`config.mk`:
```
export PLATFORM = sky130hd
export DESIGN_NAME = alu_design_flat
export DESIGN_NICKNAME = d
export VERILOG_FILES = /design/src/rtl/alu_pkg.sv /design/src/rtl/alu_design_if.sv /design/src/rtl/alu_rotate.sv /design/src/rtl/alu_design.sv /design/src/flat_wrapper.sv
export SDC_FILE = /design/constraint.sdc
export NUM_CORES = 1
export LEC_CHECK = 0
export ABC_AREA = 0
export CAP_MARGIN = 20
export CORE_ASPECT_RATIO = 1.2
export CORE_UTILIZATION = 50
export CTS_CLUSTER_SIZE = 24
export DETAILED_ROUTE_END_ITERATION = 10
export HOLD_SLACK_MARGIN = 0.03
export PLACE_DENSITY = 0.78
export SETUP_SLACK_MARGIN = 0.3
export SYNTH_ARGS = -nofsm -noshare
export SYNTH_HDL_FRONTEND = slang
export SYNTH_SLANG_ARGS = --single-unit
export TNS_END_PERCENT = 5
```
`constraint.sdc`:
```
create_clock -name CLK -period 1.32 [get_ports CLK]
set_input_delay 0.264 -clock CLK [delete_from_list [all_inputs] [get_ports CLK]]
set_output_delay 0.264 -clock CLK [all_outputs]
set_load 0.005 [all_outputs]
```
`src/rtl/alu_pkg.sv`:
```
// rtl/alu_pkg.sv - shared opcode, operand-valid and sizing definitions for the ALU
package alu_pkg;

    localparam int DEFAULT_N  = 8;
    localparam int DEFAULT_CW = 4;

    // Arithmetic command set (MODE=1)
    localparam logic [3:0] ADD     = 4'd0;
    localparam logic [3:0] SUB     = 4'd1;
    localparam logic [3:0] ADD_CIN = 4'd2;
    localparam logic [3:0] SUB_CIN = 4'd3;
    localparam logic [3:0] INC_A   = 4'd4;
    localparam logic [3:0] DEC_A   = 4'd5;
    localparam logic [3:0] INC_B   = 4'd6;
    localparam logic [3:0] DEC_B   = 4'd7;
    localparam logic [3:0] CMP     = 4'd8;
    localparam logic [3:0] INC_MUL = 4'd9;
    localparam logic [3:0] SHL_MUL = 4'd10;

    // Logical command set (MODE=0)
    localparam logic [3:0] AND     = 4'd0;
    localparam logic [3:0] NAND    = 4'd1;
    localparam logic [3:0] OR      = 4'd2;
    localparam logic [3:0] NOR     = 4'd3;
    localparam logic [3:0] XOR     = 4'd4;
    localparam logic [3:0] XNOR    = 4'd5;
    localparam logic [3:0] NOT_A   = 4'd6;
    localparam logic [3:0] NOT_B   = 4'd7;
    localparam logic [3:0] SHR1_A  = 4'd8;
    localparam logic [3:0] SHL1_A  = 4'd9;
    localparam logic [3:0] SHR1_B  = 4'd10;
    localparam logic [3:0] SHL1_B  = 4'd11;
    localparam logic [3:0] ROL_A_B = 4'd12;
    localparam logic [3:0] ROR_A_B = 4'd13;

    typedef enum logic [1:0] {
        NONE   = 2'b00,
        A_ONLY = 2'b01,
        B_ONLY = 2'b10,
        BOTH   = 2'b11
    } inp_valid_e;

endpackage

```
`src/rtl/alu_design_if.sv`:
```
// rtl/alu_design_if.sv - ALU bus interface (alu_intf) grouping operands, command and result flags
interface alu_intf
    import alu_pkg::*;
#(
    parameter int N  = DEFAULT_N,
    parameter int CW = DEFAULT_CW
);
    logic [N-1:0]   OPA;
    logic [N-1:0]   OPB;
    logic           CIN;
    logic           CE;
    logic           MODE;
    logic [CW-1:0]  CMD;
    logic [1:0]     INP_VALID;
    logic [2*N-1:0] RES;
    logic           COUT;
    logic           OFLOW;
    logic           G;
    logic           L;
    logic           E;
    logic           ERR;

    modport master (
        output OPA, OPB, CIN, CE, MODE, CMD, INP_VALID,
        input  RES, COUT, OFLOW, G, L, E, ERR
    );

    modport slave (
        input  OPA, OPB, CIN, CE, MODE, CMD, INP_VALID,
        output RES, COUT, OFLOW, G, L, E, ERR
    );
endinterface

```
`src/rtl/alu_rotate.sv`:
```
// rtl/alu_rotate.sv - combinational rotate of A by the low log2(N) bits of the amount, with range check
module alu_rotate #(
    parameter int N = 8
) (
    input  logic [N-1:0] a,
    input  logic [N-1:0] amt,
    input  logic         left,
    output logic [N-1:0] res,
    output logic         range_err
);
    localparam int SW = $clog2(N);

    logic [SW-1:0]  sh;
    logic [2*N-1:0] l_ext;
    logic [2*N-1:0] r_ext;

    // Shifting a doubled copy yields the rotation in one half without wrap logic.
    always_comb begin
        sh        = amt[SW-1:0];
        l_ext     = {a, a} << sh;
        r_ext     = {a, a} >> sh;
        res       = left ? l_ext[2*N-1:N] : r_ext[N-1:0];
        range_err = |amt[N-1:SW];
    end
endmodule

```
`src/rtl/alu_design.sv`:
```
// rtl/alu_design.sv - registered arithmetic/logical ALU; define MUL_EN to include commands 9 and 10
module alu_design
    import alu_pkg::*;
#(
    parameter int N  = DEFAULT_N,
    parameter int CW = DEFAULT_CW
) (
    input logic     CLK,
    input logic     RST,
    alu_intf.slave  bus
);
    logic [2*N-1:0] res_d, res_q;
    logic           cout_d, cout_q, oflow_d, oflow_q;
    logic           g_d, g_q, l_d, l_q, e_d, e_q, err_d, err_q;

    logic [3:0]   op;
    logic         op_ok, need_a, need_b, a_ok, b_ok, cmd_err;
    logic [N:0]   a_x, b_x, c_x, sum;
    logic [N-1:0] lres, rot_res;
    logic         rot_err;
`ifdef MUL_EN
    logic [2*N-1:0] a_w, b_w, a_shl_w;
`endif

    alu_rotate #(.N(N)) u_rotate (
        .a         (bus.OPA),
        .amt       (bus.OPB),
        .left      (op == ROL_A_B),
        .res       (rot_res),
        .range_err (rot_err)
    );

    always_comb begin
        op     = 4'(bus.CMD);
        op_ok  = (CW'(op) == bus.CMD);
        need_a = 1'b0;
        need_b = 1'b0;
        if (bus.MODE) begin
            case (op)
                ADD, SUB, ADD_CIN, SUB_CIN, CMP: begin need_a = 1'b1; need_b = 1'b1; end
                INC_A, DEC_A:                    need_a = 1'b1;
                INC_B, DEC_B:                    need_b = 1'b1;
`ifdef MUL_EN
                INC_MUL, SHL_MUL:                begin need_a = 1'b1; need_b = 1'b1; end
`endif
                default:                         op_ok = 1'b0;
            endcase
        end else begin
            case (op)
                AND, NAND, OR, NOR, XOR, XNOR, ROL_A_B, ROR_A_B: begin need_a = 1'b1; need_b = 1'b1; end
                NOT_A, SHR1_A, SHL1_A:                           need_a = 1'b1;
                NOT_B, SHR1_B, SHL1_B:                           need_b = 1'b1;
                default:                                         op_ok = 1'b0;
            endcase
        end
        a_ok    = (bus.INP_VALID & 2'(A_ONLY)) != 2'(NONE);
        b_ok    = (bus.INP_VALID & 2'(B_ONLY)) != 2'(NONE);
        cmd_err = !op_ok || (need_a && !a_ok) || (need_b && !b_ok);
    end

    always_comb begin
        res_d   = res_q;
        cout_d  = cout_q;
        oflow_d = oflow_q;
        g_d     = g_q;
        l_d     = l_q;
        e_d     = e_q;
        err_d   = err_q;
        a_x     = {1'b0, bus.OPA};
        b_x     = {1'b0, bus.OPB};
        c_x     = {{N{1'b0}}, bus.CIN};
        sum     = '0;
        lres    = '0;
`ifdef MUL_EN
        a_w     = {{N{1'b0}}, bus.OPA};
        b_w     = {{N{1'b0}}, bus.OPB};
        a_shl_w = {{N{1'b0}}, bus.OPA << 1};
`endif
        if (bus.CE) begin
            res_d   = '0;
            cout_d  = 1'b0;
            oflow_d = 1'b0;
            g_d     = 1'b0;
            l_d     = 1'b0;
            e_d     = 1'b0;
            err_d   = 1'b0;
            if (cmd_err) begin
                err_d = 1'b1;
            end else if (bus.MODE) begin
                case (op)
                    ADD:     begin sum = a_x + b_x;       cout_d  = sum[N]; end
                    SUB:     begin sum = a_x - b_x;       oflow_d = a_x < b_x; end
                    ADD_CIN: begin sum = a_x + b_x + c_x; cout_d  = sum[N]; end
                    SUB_CIN: begin sum = a_x - b_x - c_x; oflow_d = a_x < (b_x + c_x); end
                    INC_A:   begin sum = a_x + 1'b1;      cout_d  = sum[N]; end
                    DEC_A:   begin sum = a_x - 1'b1;      oflow_d = (bus.OPA == '0); end
                    INC_B:   begin sum = b_x + 1'b1;      cout_d  = sum[N]; end
                    DEC_B:   begin sum = b_x - 1'b1;      oflow_d = (bus.OPB == '0); end
                    CMP:     begin g_d = a_x > b_x; l_d = a_x < b_x; e_d = a_x == b_x; end
                    default: ;
                endcase
                res_d = {{(N-1){1'b0}}, sum};
`ifdef MUL_EN
                if (op == INC_MUL) res_d = (a_w + (2*N)'(1)) * (b_w + (2*N)'(1));
                if (op == SHL_MUL) res_d = a_shl_w * b_w;
`endif
            end else begin
                case (op)
                    AND:     lres = bus.OPA & bus.OPB;
                    NAND:    lres = ~(bus.OPA & bus.OPB);
                    OR:      lres = bus.OPA | bus.OPB;
                    NOR:     lres = ~(bus.OPA | bus.OPB);
                    XOR:     lres = bus.OPA ^ bus.OPB;
                    XNOR:    lres = ~(bus.OPA ^ bus.OPB);
                    NOT_A:   lres = ~bus.OPA;
                    NOT_B:   lres = ~bus.OPB;
                    SHR1_A:  lres = bus.OPA >> 1;
                    SHL1_A:  lres = bus.OPA << 1;
                    SHR1_B:  lres = bus.OPB >> 1;
                    SHL1_B:  lres = bus.OPB << 1;
                    ROL_A_B, ROR_A_B: begin lres = rot_res; err_d = rot_err; end
                    default: ;
                endcase
                res_d = {{N{1'b0}}, lres};
            end
        end
    end

    always_ff @(posedge CLK or posedge RST) begin
        if (RST) begin
            res_q   <= '0;
            cout_q  <= 1'b0;
            oflow_q <= 1'b0;
            g_q     <= 1'b0;
            l_q     <= 1'b0;
            e_q     <= 1'b0;
            err_q   <= 1'b0;
        end else begin
            res_q   <= res_d;
            cout_q  <= cout_d;
            oflow_q <= oflow_d;
            g_q     <= g_d;
            l_q     <= l_d;
            e_q     <= e_d;
            err_q   <= err_d;
        end
    end

    assign bus.RES   = res_q;
    assign bus.COUT  = cout_q;
    assign bus.OFLOW = oflow_q;
    assign bus.G     = g_q;
    assign bus.L     = l_q;
    assign bus.E     = e_q;
    assign bus.ERR   = err_q;
endmodule

```
`src/flat_wrapper.sv`:
```
// flat-port wrapper written by rule: the top's interface ports become plain ports
module alu_design_flat import alu_pkg::*;
#(
    parameter int N  = DEFAULT_N,
    parameter int CW = DEFAULT_CW
)
  (CLK, RST, bus_OPA, bus_OPB, bus_CIN, bus_CE, bus_MODE, bus_CMD, bus_INP_VALID, bus_RES, bus_COUT, bus_OFLOW, bus_G, bus_L, bus_E, bus_ERR);
  alu_intf #(.N(N), .CW(CW)) bus_i ();
  input logic CLK;
  input logic RST;
  input wire logic [$bits(bus_i.OPA)-1:0] bus_OPA;
  input wire logic [$bits(bus_i.OPB)-1:0] bus_OPB;
  input wire logic [$bits(bus_i.CIN)-1:0] bus_CIN;
  input wire logic [$bits(bus_i.CE)-1:0] bus_CE;
  input wire logic [$bits(bus_i.MODE)-1:0] bus_MODE;
  input wire logic [$bits(bus_i.CMD)-1:0] bus_CMD;
  input wire logic [$bits(bus_i.INP_VALID)-1:0] bus_INP_VALID;
  output wire logic [$bits(bus_i.RES)-1:0] bus_RES;
  output wire logic [$bits(bus_i.COUT)-1:0] bus_COUT;
  output wire logic [$bits(bus_i.OFLOW)-1:0] bus_OFLOW;
  output wire logic [$bits(bus_i.G)-1:0] bus_G;
  output wire logic [$bits(bus_i.L)-1:0] bus_L;
  output wire logic [$bits(bus_i.E)-1:0] bus_E;
  output wire logic [$bits(bus_i.ERR)-1:0] bus_ERR;
  assign bus_i.OPA = bus_OPA;
  assign bus_i.OPB = bus_OPB;
  assign bus_i.CIN = bus_CIN;
  assign bus_i.CE = bus_CE;
  assign bus_i.MODE = bus_MODE;
  assign bus_i.CMD = bus_CMD;
  assign bus_i.INP_VALID = bus_INP_VALID;
  assign bus_RES = bus_i.RES;
  assign bus_COUT = bus_i.COUT;
  assign bus_OFLOW = bus_i.OFLOW;
  assign bus_G = bus_i.G;
  assign bus_L = bus_i.L;
  assign bus_E = bus_i.E;
  assign bus_ERR = bus_i.ERR;
  alu_design #(.N(N), .CW(CW)) u_core (.CLK(CLK), .RST(RST), .bus(bus_i));
endmodule
```
==> results of run 1 <==
==> worst paths after layout <==
| check | from | endpoint | slack (ns) | depth (start not counted) |
|---|---|---|---|---|
| setup / recovery | bus_OPB[5] | u_core.bus.RES[7] | -1.25 | 13 |
| max in group asynchronous | RST | u_core.bus.RES[4] | 0.82 | 3 |
| setup reg to reg | u_core.bus.RES[7] | u_core.bus.RES[7] | -0.35 | 5 |
| hold reg to reg | u_core.bus.OFLOW | u_core.bus.OFLOW | 0.49 | 1 |
| min in group CLK | u_core.bus.OFLOW | u_core.bus.OFLOW | 0.49 | 1 |
| hold / removal | RST | u_core.bus.G | 0.31 | 3 |
==> kinds of logic after synthesis <==
kind of cell             count (synthesis)  synth area share [%]
multiplexers                            44                 10.98
other                                    1               0.07691
AO/OA/AOI/OAI                          175                 27.12
buffers and inverters                   88                 7.904
flip-flops                              15                 7.698
XOR/XNOR                                57                 10.24
adder cells (fa/ha/maj)                 44                 11.60
AND/OR/NAND/NOR                        225                 24.38
==> per-stage QoR <==
stage	setup TNS [ns]	setup WS [ns]
floorplan	-13.61	-1.161
global placement	-24.20	-1.897
detailed placement	-25.08	-1.946
CTS	-14.90	-1.123
global route	-17.41	-1.737
finish	-15.87	-1.250
==> Yosys cell counts, types with 6 or more instances <==
master	n	area (µm²)
a211oi_1	11	82.58
a21oi_1	26	130.1
a221oi_1	9	78.83
a22oi_1	9	67.56
and3_1	6	37.54
buf_1	6	22.52
buf_2	14	70.07
buf_4	8	60.06
clkbuf_1	27	101.4
dfrtp_1	15	375.4
ha_1	42	525.5
inv_1	26	97.59
mux2_2	6	67.56
mux2i_1	31	310.3
mux4_2	7	157.7
nand2_1	51	191.4
nand2b_1	8	50.05
nand3_1	16	80.08
nand4_1	9	56.30
nor2_1	50	187.7
nor2b_1	10	62.56
nor3_1	32	160.2
o21ai_0	23	115.1
o22ai_1	15	93.84
o32ai_1	6	52.55
or3_1	7	43.79
xnor2_1	42	367.9
xor2_1	15	131.4
==> critical path: cells and delay by family <==
kind	cells	cell delay, ns
xor gates and xnor gates	2	0.42
and+or+nand+nor	2	0.33
buffers and inverters	5	0.64
adders and majority gates	1	0.26
AOI/OAI and AO/OA	3	0.77
==> state kept, by name, summed over array words and instances (netlist names) <==
register / count
u_core.bus.L: 1
u_core.bus.RES: 9
u_core.bus.ERR: 1
u_core.bus.OFLOW: 1
u_core.bus.E: 1
u_core.bus.COUT: 1
u_core.bus.G: 1
==> final cells by class <==
cell class | count | area, µm²
fillers | 568 | 1595
inverters | 32 | 138.9
clock buffers | 4 | 78.83
multi-input cells | 552 | 4777
well taps | 123 | 153.9
flip-flops and latches | 15 | 375.4
repair buffers | 287 | 2396
==> what timing repair did <==
action	in CTS	in global routing
gates resized for setup	175	68
setup endpoints to repair	30	30
hold endpoints to repair	0	0
setup buffers	20	10
pin swaps	35	28
gates cloned	1	0
==> where the power goes <==
group | total (µW) | switching (µW) | internal (µW)
registers | 505 | 17.7 | 487
logic | 3520 | 1870 | 1640
clock network | 613 | 202 | 411
total | 4640 | 2090 | 2540
==> routing by layer <==
layer | wire (µm) | vias to the layer above
li1 | - | 2918
met1 | 9040 | 3286
met5 | 0 | -
met4 | 3145 | 0
met2 | 11950 | 710
met3 | 3374 | 283
==> impl_metrics.csv, run 1 <==
group,metric,value,unit
routing,drt_iter0_drc,1027,
timing,worst_slew_pin_slew,0.5800,ns
cts,root_buffer,"clkbuf_16",
grt,grt_pass1_vias,6721,
grt,use_met3,9.671,%
routing,wirelength,27510,µm
grt,grt_overflow,0,
grt,met1_usage,54.64,%
cts,hold_buffers,0,
timing,final_max_slew_viol_count,0,
worst_hold_path,min_path_type,"input port to async pin",
worst_setup_path,path_cells,"clkbuf_2, inv_2, ha_4, buf_12, buf_4, and3_4, a221oi_4, xnor2_2, buf_4, nand4_1, xnor2_1, a22o_1, a211o_1",
synth,synth_warnings,0,
finish,final_cell_mix,"221 x buf_4, 50 x nand2_1, 49 x nor2_1",
finish,stdcell_count,1013,
timing,fmax,389.1,MHz
die,initial_core_util,51.24,%
die,die_x,92.15,µm
routing,dr.pass1.iters,8,
die,die_y,110.2,µm
synth,async_reset_ff_share,100.0,%
synth,synthFlopType,"dfrtp_1",
die,die-area,0.01015,mm²
worst_setup_path,slowest_delay,0.33,ns
placement,dp_hpwl,18260,µm
timing,relSlewSlack,61.10,%
finish,synthToLayoutAreaGrowth,62.43,%
timing,setup_viol,15,
placement,placed_cell_area,0.007061,mm²
worst_setup_path,cp_common_cell,"buf_4",
grt,grt_antenna_before_repair,1,
pwr,finalPower,4635,µW
placement,numPlacedInstances,978,
synth,syn_area,0.004876,mm²
die,num_io_pins,49,
finish,utilization,83.23,%
synth,avgSynthCellArea,7.513,µm²
worst_setup_path,slowest_stage,"a221oi_4",
pwr,p_leak,0.003470,µW
finish,drive_gt1_share,44.38,%
worst_setup_path,start_kind,"input port",
pwr,p_per_area,585.2,mW/mm²
finish,design_area,0.007920,mm²
cts,htree_levels,1,
routing,wl_per_cell,27.16,µm
finish,finalNetCount,962,
grt,grt_max_degree,50,
cts,clkLatencyLatePin,0.25,ns
timing,period_share,194.7,%
placement,port_buffers,41,
synth,ys_ff_latch,15,
timing,fin_hold_ws,0.3135,ns
cts,cts_buffer_depth,2,
timing,fin_ws,-1.250,ns
timing,rsz0062_at_grt,"true",
grt,top_usage_layer,"met2",
timing,finalHoldViolations,0,
synth,synth_edf_count,0,
worst_setup_path,cp-end-kind,"flop",
outcome,status,"complete, but fails checks",
finish,insertedDiodeCount,0,
grt,globalRouteTotalUtil,49.22,%
synth,ys_seq_area_share,7.698,%
grt,grt_first_pass_wirelength,37740,µm
timing,finClkSkew,0,ns
routing,route.antenna.remaining_nets,0,
synth,synthCells,649,
cts,cts_buffers,3,
worst_setup_path,critical_path.max_fanout,5,
worst_setup_path,worstPathArrival,2.70,ns
job,drv_cap,0,
worst_setup_path,critPathRequiredTime,1.45,ns
placement,place.gp.congestion,1.060,
worst_setup_path,path_class,"input port to flop",
timing,fin_crit,2.570,ns
die,num_rows,39,
routing,viasPerCell,7.105,
pwr,worst_ir_drop_vdd,0.0005917,V
routing,routed-via-count,7197,
routing,drc,0,
cts,cts.clk_slew.worst_paths,0.05,ns
die,core,0.009515,mm²
cts,cts_tree,"built",
synth,yosysUniqueCellTypes,83,
outcome,violations,"setup timing",
finish,layout_commonest_cell,"buf_4",
cts,clock-sinks,15,
grt,use_met2,83.05,%
(Power assumes the default switching activity.)
==> run 2: changes to the inputs <==
CORE_ASPECT_RATIO = not set   (was 1.2)
==> run 2 against run 1 <==
Compared with the run above:
- critical path depth fell by 2
- clock power fell by 40%
- the flow still finishes with violations (setup timing)
- total power fell by 10%
- largest power group unchanged
- routed wire length fell by 8.8%
==> impl_metrics.csv, run 2 (synthesized netlist as in run 1, its figures left out) <==
group,metric,value,unit
routing,drt_iter0_drc,908,
worst_setup_path,start_kind,"input port",
worst_setup_path,r2r_cells,5,
die,core,0.009328,mm²
die,num_rows,35,
cts,root_buffer,"clkbuf_8",
cts,htree_levels,1,
grt,grt_pass1_vias,6619,
outcome,status,"complete, but fails checks",
routing,wl_per_cell,24.64,µm
cts,cts_buffer_depth,2,
cts,clkLatencyLatePin,0.24,ns
die,die-area,0.01015,mm²
routing,drc,0,
timing,rsz0062_at_grt,"true",
cts,cts_buffers,3,
worst_setup_path,critical_path.max_fanout,7,
routing,wirelength,25090,µm
finish,drive_gt1_share,44.21,%
timing,final_max_slew_viol_count,0,
worst_setup_path,reg2reg_setup_slack,-0.34,ns
worst_setup_path,path_class,"input port to flop",
die,die_x,100.8,µm
die,die_y,100.8,µm
job,drv_cap,0,
worst_setup_path,critPathRequiredTime,1.45,ns
timing,fin_crit,2.402,ns
routing,routed-via-count,6898,
routing,viasPerCell,6.776,
worst_setup_path,r2r-end,"u_core.bus.RES[7]",
pwr,worst_ir_drop_vdd,0.0003742,V
timing,finClkSkew,0,ns
timing,setup_viol,15,
cts,cts_tree,"built",
grt,grt_antenna_before_repair,0,
placement,dp_hpwl,17950,µm
placement,numPlacedInstances,990,
grt,grt_max_degree,50,
pwr,p_leak,0.003427,µW
grt,globalRouteTotalUtil,47.86,%
timing,relSlewSlack,53.75,%
grt,grt_overflow,0,
cts,clock-sinks,15,
finish,largest_reg_flops,9,
timing,fmax,416.3,MHz
die,num_io_pins,49,
finish,finalNetCount,961,
placement,place.gp.congestion,1.104,
timing,period_share,182.0,%
outcome,violations,"setup timing",
finish,layout_commonest_cell,"buf_4",
pwr,p_per_area,533.9,mW/mm²
worst_hold_path,min_path_type,"input port to async pin",
finish,stdcell_count,1018,
finish,insertedDiodeCount,0,
grt,grt_first_pass_wirelength,36890,µm
placement,port_buffers,41,
routing,route.antenna.remaining_nets,0,
finish,fill_cells,543,
worst_setup_path,worstPathArrival,2.54,ns
timing,fin_hold_ws,0.3275,ns
worst_setup_path,cp-startpoint,"bus_OPA[6]",
finish,final_cell_mix,"218 x buf_4, 50 x nand2_1, 47 x nor2_1",
die,initial_core_util,52.27,%
worst_setup_path,reg2reg_from,"u_core.bus.RES[7]",
finish,synthToLayoutAreaGrowth,59.69,%
timing,finalHoldViolations,0,
timing,fin_ws,-1.082,ns
timing,worst_slew_pin_slew,0.6916,ns
cts,cts.clk_slew.worst_paths,0.06,ns
worst_setup_path,cp-end-kind,"flop",
routing,dr.pass1.iters,8,
## run 2: changes by cell type in the layout (fill, tap and decap cells not counted), moves of 4 or more
| cell | previous run | this run |
|---|---|---|
| clkdlybuf4s50_1 | 9 | 4 |
| buf_6 | 20 | 24 |
| buf_2 | 14 | 19 |
| dlygate4sd2_1 | 3 | 7 |
| buf_8 | 3 | 7 |
| clkbuf_2 | 4 | 0 |
| buf_12 | 9 | 3 |
## run 2: final cells by class
class / count / area, µm² / area share, %
Sequential cell: 15 / 375.4 / 4.821
Tap cell: 129 / 161.4 / 2.073
Multi-Input combinational cell: 552 / 4707 / 60.45
Timing Repair Buffer: 286 / 2354 / 30.23
Inverter: 32 / 143.9 / 1.848
Clock buffer: 4 / 45.04 / 0.5785
## run 2: power by group
| part | switching (µW) | internal [µW] |
|---|---|---|
| registers | 15.1 | 487 |
| clock network | 154 | 213 |
| logic | 1710 | 1570 |
## run 2: worst max-delay path by stage
stage	end	slack (ns)	cells after the start
after global routing	u_core.bus.RES[8]	-1.13	11
after floorplan	u_core.bus.RES[7]	-1.16	10
final	u_core.bus.RES[7]	-1.08	11
after detailed placement	u_core.bus.RES[8]	-1.86	10
after CTS	u_core.bus.RES[7]	-1.05	12
after global placement	u_core.bus.RES[8]	-1.82	10
## run 2: repair_timing
action	in CTS	in global routing
resized for setup	208	36
hold buffers	0	0
pin swaps	39	26
gates cloned	1	0
setup buffers	18	5
endpoints found under the setup margin	30	30
## run 2: per-layer routing
metal	part of all wire, %	up-vias	global-route usage, %
met5	0	-	0
met4	8.6	0	27.09
met3	12	191	7.490
met2	44	626	77.50
met1	35	3168	60.54
li1	-	2913	-
## run 2: stage by stage
| step | TNS [ns] | total power, µW | util (%) | setup slack [ns] | cell area (µm²) |
|---|---|---|---|---|---|
| floorplan | -13.61 | 2074 | - | -1.161 | 5205 |
| global placement | -23.43 | 3188 | 76.12 | -1.825 | 7101 |
| detailed placement | -24.34 | 3258 | 76.12 | -1.857 | 7101 |
| CTS | -13.72 | 3860 | 81.45 | -1.054 | 7597 |
| global route | -13.86 | 4301 | 83.47 | -1.134 | 7786 |
| finish | -13.17 | 4157 | 83.47 | -1.082 | 7786 |
## run 2: critical path: stages
cell and delay [ns]:
dlygate4sd2_1 0.30, clkinv_4 0.08, ha_4 0.32, nor3b_2 0.09
a2111oi_4 0.37, o31ai_4 0.14, buf_4 0.18, xnor2_4 0.18
o2bb2ai_1 0.10, o31a_1 0.25, a211o_1 0.26
==> run 3: changes to the inputs <==
SYNTH_HIERARCHICAL = 1   (was not set)
==> run 3 against run 2 <==
Compared with the run above:
- the run still ends with setup timing left
- via count down 6.1%
- register-to-register slack improved by 0.51 ns
- clock power is 6.8% higher
- final area is 8.5% lower
- clock skew unchanged
- sequential power grew 1%
- clock-buffer cell count fell by 1
- combinational power is 12% lower
- routed wire length down 8.6%
- synthesized cell count up 1.7%
- global-route usage is 2.7 points lower
- critical path type unchanged
- critical endpoint is now u_core/bus.RES[8]
==> impl_metrics.csv, run 3 <==
group,metric,value,unit
synth,synthCells,660,
grt,grt_overflow,0,
timing,fin_crit,2.729,ns
finish,stdcell_count,1010,
synth,synth_top_family_by_area,"compound AO/OA/AOI/OAI gates",
timing,rsz0062_at_grt,"true",
synth,synth-xor-area-share,9.860,%
routing,drt_iter0_drc,669,
die,num_rows,35,
pwr,switching_share,45.15,%
timing,setup_tns,-16.92,ns
cts,cts_tree,"built",
timing,final_max_slew_viol_count,0,
synth,synth_edf_count,0,
routing,routed-via-count,6480,
pwr,worst_ir_drop_vdd,0.0003958,V
routing,drc,0,
pwr,p_sw,1706,µW
pwr,p_per_area,530.5,mW/mm²
timing,finClkSkew,0,ns
worst_setup_path,slowest_delay,0.51,ns
job,drv_cap,0,
routing,viasPerCell,6.416,
outcome,status,"complete, but fails checks",
worst_setup_path,worstPathArrival,2.87,ns
synth,synth_top_area_cell,"ha_1",
cts,root_buffer,"clkbuf_8",
synth,yosysUniqueCellTypes,91,
grt,grt_antenna_before_repair,0,
synth,syn_area,0.004822,mm²
pwr,intPower,2072,µW
routing,route.antenna.remaining_nets,0,
finish,finalNetCount,953,
die,core,0.009284,mm²
die,die_x,100.2,µm
worst_setup_path,cp-end-kind,"flop",
timing,period_share,206.7,%
die,die_y,100.2,µm
cts,clock-sinks,15,
finish,multi_input_area,0.004355,mm²
worst_setup_path,path_class,"input port to flop",
synth,synth_most_common_cell,"nand2_1",
placement,place.gp.congestion,1.062,
grt,globalRouteTotalUtil,45.14,%
synth,async_reset_ff_share,100.0,%
timing,relSlewSlack,60.38,%
cts,hold_buffers,0,
finish,layout_commonest_cell,"buf_4",
cts,cts_buffer_depth,2,
worst_hold_path,min_path_type,"input port to async pin",
synth,synthSimpleGateAreaFrac,24.99,%
synth,yosys-top-cells-area,"ha_1 11%, dfrtp_1 7.8%, xnor2_1 7.4%, mux2i_1 4.6%, nand2_1 4.5%",
cts,clkLatencyLatePin,0.25,ns
finish,final-seq-area,375.4,µm²
grt,grt_first_pass_wirelength,34290,µm
grt,grt_max_degree,38,
timing,fin_hold_ws,0.2970,ns
routing,wirelength,22930,µm
pwr,seq_power_share,13.4,%
worst_setup_path,slowest_stage,"or4_1",
cts,cts_buffers,3,
routing,dr.pass1.iters,8,
die,num_io_pins,49,
placement,dp_hpwl,17730,µm
timing,fmax,366.5,MHz
synth,synth_common_cells,"58 x nand2_1, 57 x nor2_1, 42 x ha_1",
finish,fill_cells,739,
die,die-area,0.01004,mm²
finish,insertedDiodeCount,0,
synth,avgSynthCellArea,7.306,µm²
cts,htree_levels,1,
synth,synth_warnings,6,
pwr,p_comb_share,76.2,%
worst_setup_path,critPathRequiredTime,1.46,ns
grt,grt_pass1_vias,6183,
die,initial_core_util,51.94,%
routing,wl_per_cell,22.70,µm
synth,synth-compound-area-share,29.79,%
synth,muxShareOfSynthArea,7.836,%
synth,ys_seq_area_share,7.784,%
timing,worst_slew_pin_slew,0.5897,ns
synth,ys_ff_latch,15,
placement,port_buffers,41,
finish,utilization,76.70,%
pwr,p_clk_share,10.4,%
synth,synthAdderAreaFrac,11.73,%
outcome,violations,"setup timing",
worst_setup_path,start_kind,"input port",
worst_setup_path,critical_path.max_fanout,2,
timing,fin_ws,-1.409,ns
synth,synth_top_area_share,10.90,%
finish,final_cell_mix,"213 x buf_4, 57 x nand2_1, 51 x nor2_1",
placement,numPlacedInstances,997,
cts,cts.clk_slew.worst_paths,0.07,ns
worst_setup_path,path_cells,"buf_8, ha_4, fa_2, a211o_4, a21o_1, a221oi_4, nand3_2, or4_1, a31o_1, o32a_1",
pwr,p_leak,0.003282,µW
finish,largest_reg_flops,9,
finish,drive_gt1_share,37.46,%
finish,synthToLayoutAreaGrowth,47.66,%
timing,finalHoldViolations,0,
timing,setup_viol,15,
synth,synthFlopType,"dfrtp_1",
[run 3: cell types whose count changed after synthesis, sizes merged, moves of 8 or more]
cell,change
nor3,-10
nand3,+14
nor2,+8
mux2i,-9
or3,-8
[run 3: final cells by class]
class                      count  share of cell area (%)
tap                          129                   2.267
multi-input combinational    566                   61.17
inverter                      31                   1.634
clock buffer                   3                  0.5799
clock inverter                 1                 0.07029
timing repair buffer         265                   29.01
sequential                    15                   5.271
[run 3: power groups by stage]
stage	combinational [µW]	sequential, µW	clock [µW]
2_1_floorplan	1380	513	0
3_3_place_gp	2560	513	0
3_5_place_dp	2610	514	0
4_1_cts	2700	505	396
5_1_grt	3020	508	414
6_report	2880	507	392
[run 3: kinds of logic (layout without fill, tap and decap cells)]
| family | after synthesis | in the layout |
|---|---|---|
| other | 1 | 7 |
| adder cells (fa/ha/maj) | 44 | 44 |
| multiplexers | 35 | 35 |
| flip-flops | 15 | 15 |
| XOR/XNOR | 51 | 51 |
| AO/OA/AOI/OAI | 191 | 191 |
| AND/OR/NAND/NOR | 238 | 238 |
| buffers and inverters | 85 | 300 |
[run 3: what timing repair did]
item | in CTS | in global routing
cloned | 1 | 0
setup endpoints to repair | 30 | 30
endpoints found under the hold margin | 0 | 0
pin swaps | 28 | 8
buffers inserted | 7 | 1
gates resized for setup | 133 | 31
[run 3: final timing paths]
check	startpoint	cells past startpoint	endpoint	slack, ns
max	bus_OPB[0]	10	u_core/bus.RES[8]	-1.41
max reg2reg	u_core/bus.RES[8]	3	u_core/bus.RES[8]	0.17
max in group asynchronous	RST	3	u_core/bus.OFLOW	0.84
min	RST	3	u_core/bus.G	0.30
min reg2reg	u_core/bus.L	1	u_core/bus.L	0.50
min in group CLK	u_core/bus.L	1	u_core/bus.L	0.50
[run 3: metrics by stage]
step | instance area, µm² | power [µW] | setup slack [ns]
2_1_floorplan | 4905 | 1892 | -1.537
3_5_place_dp | 6804 | 3125 | -2.120
5_1_grt | 7121 | 3938 | -1.453
4_1_cts | 6997 | 3606 | -1.387
3_3_place_gp | 6804 | 3073 | -2.080
6_report | 7121 | 3778 | -1.409
[run 3: per-layer routing]
layer	GRT usage, %	routed length (µm)	vias up
met5	0	0	-
li1	-	-	2885
met4	25.75	1531	0
met3	8.914	2607	117
met1	57.23	8861	3010
met2	71.34	9931	468
[run 3: worst max-delay path: cells and delay by family]
kind                     cells  cell delay, ns
buffers and inverters        1            0.10
AND/OR/NAND/NOR              2            0.61
adder cells (fa/ha/maj)      2            0.51
AO/OA/AOI/OAI                5            1.38
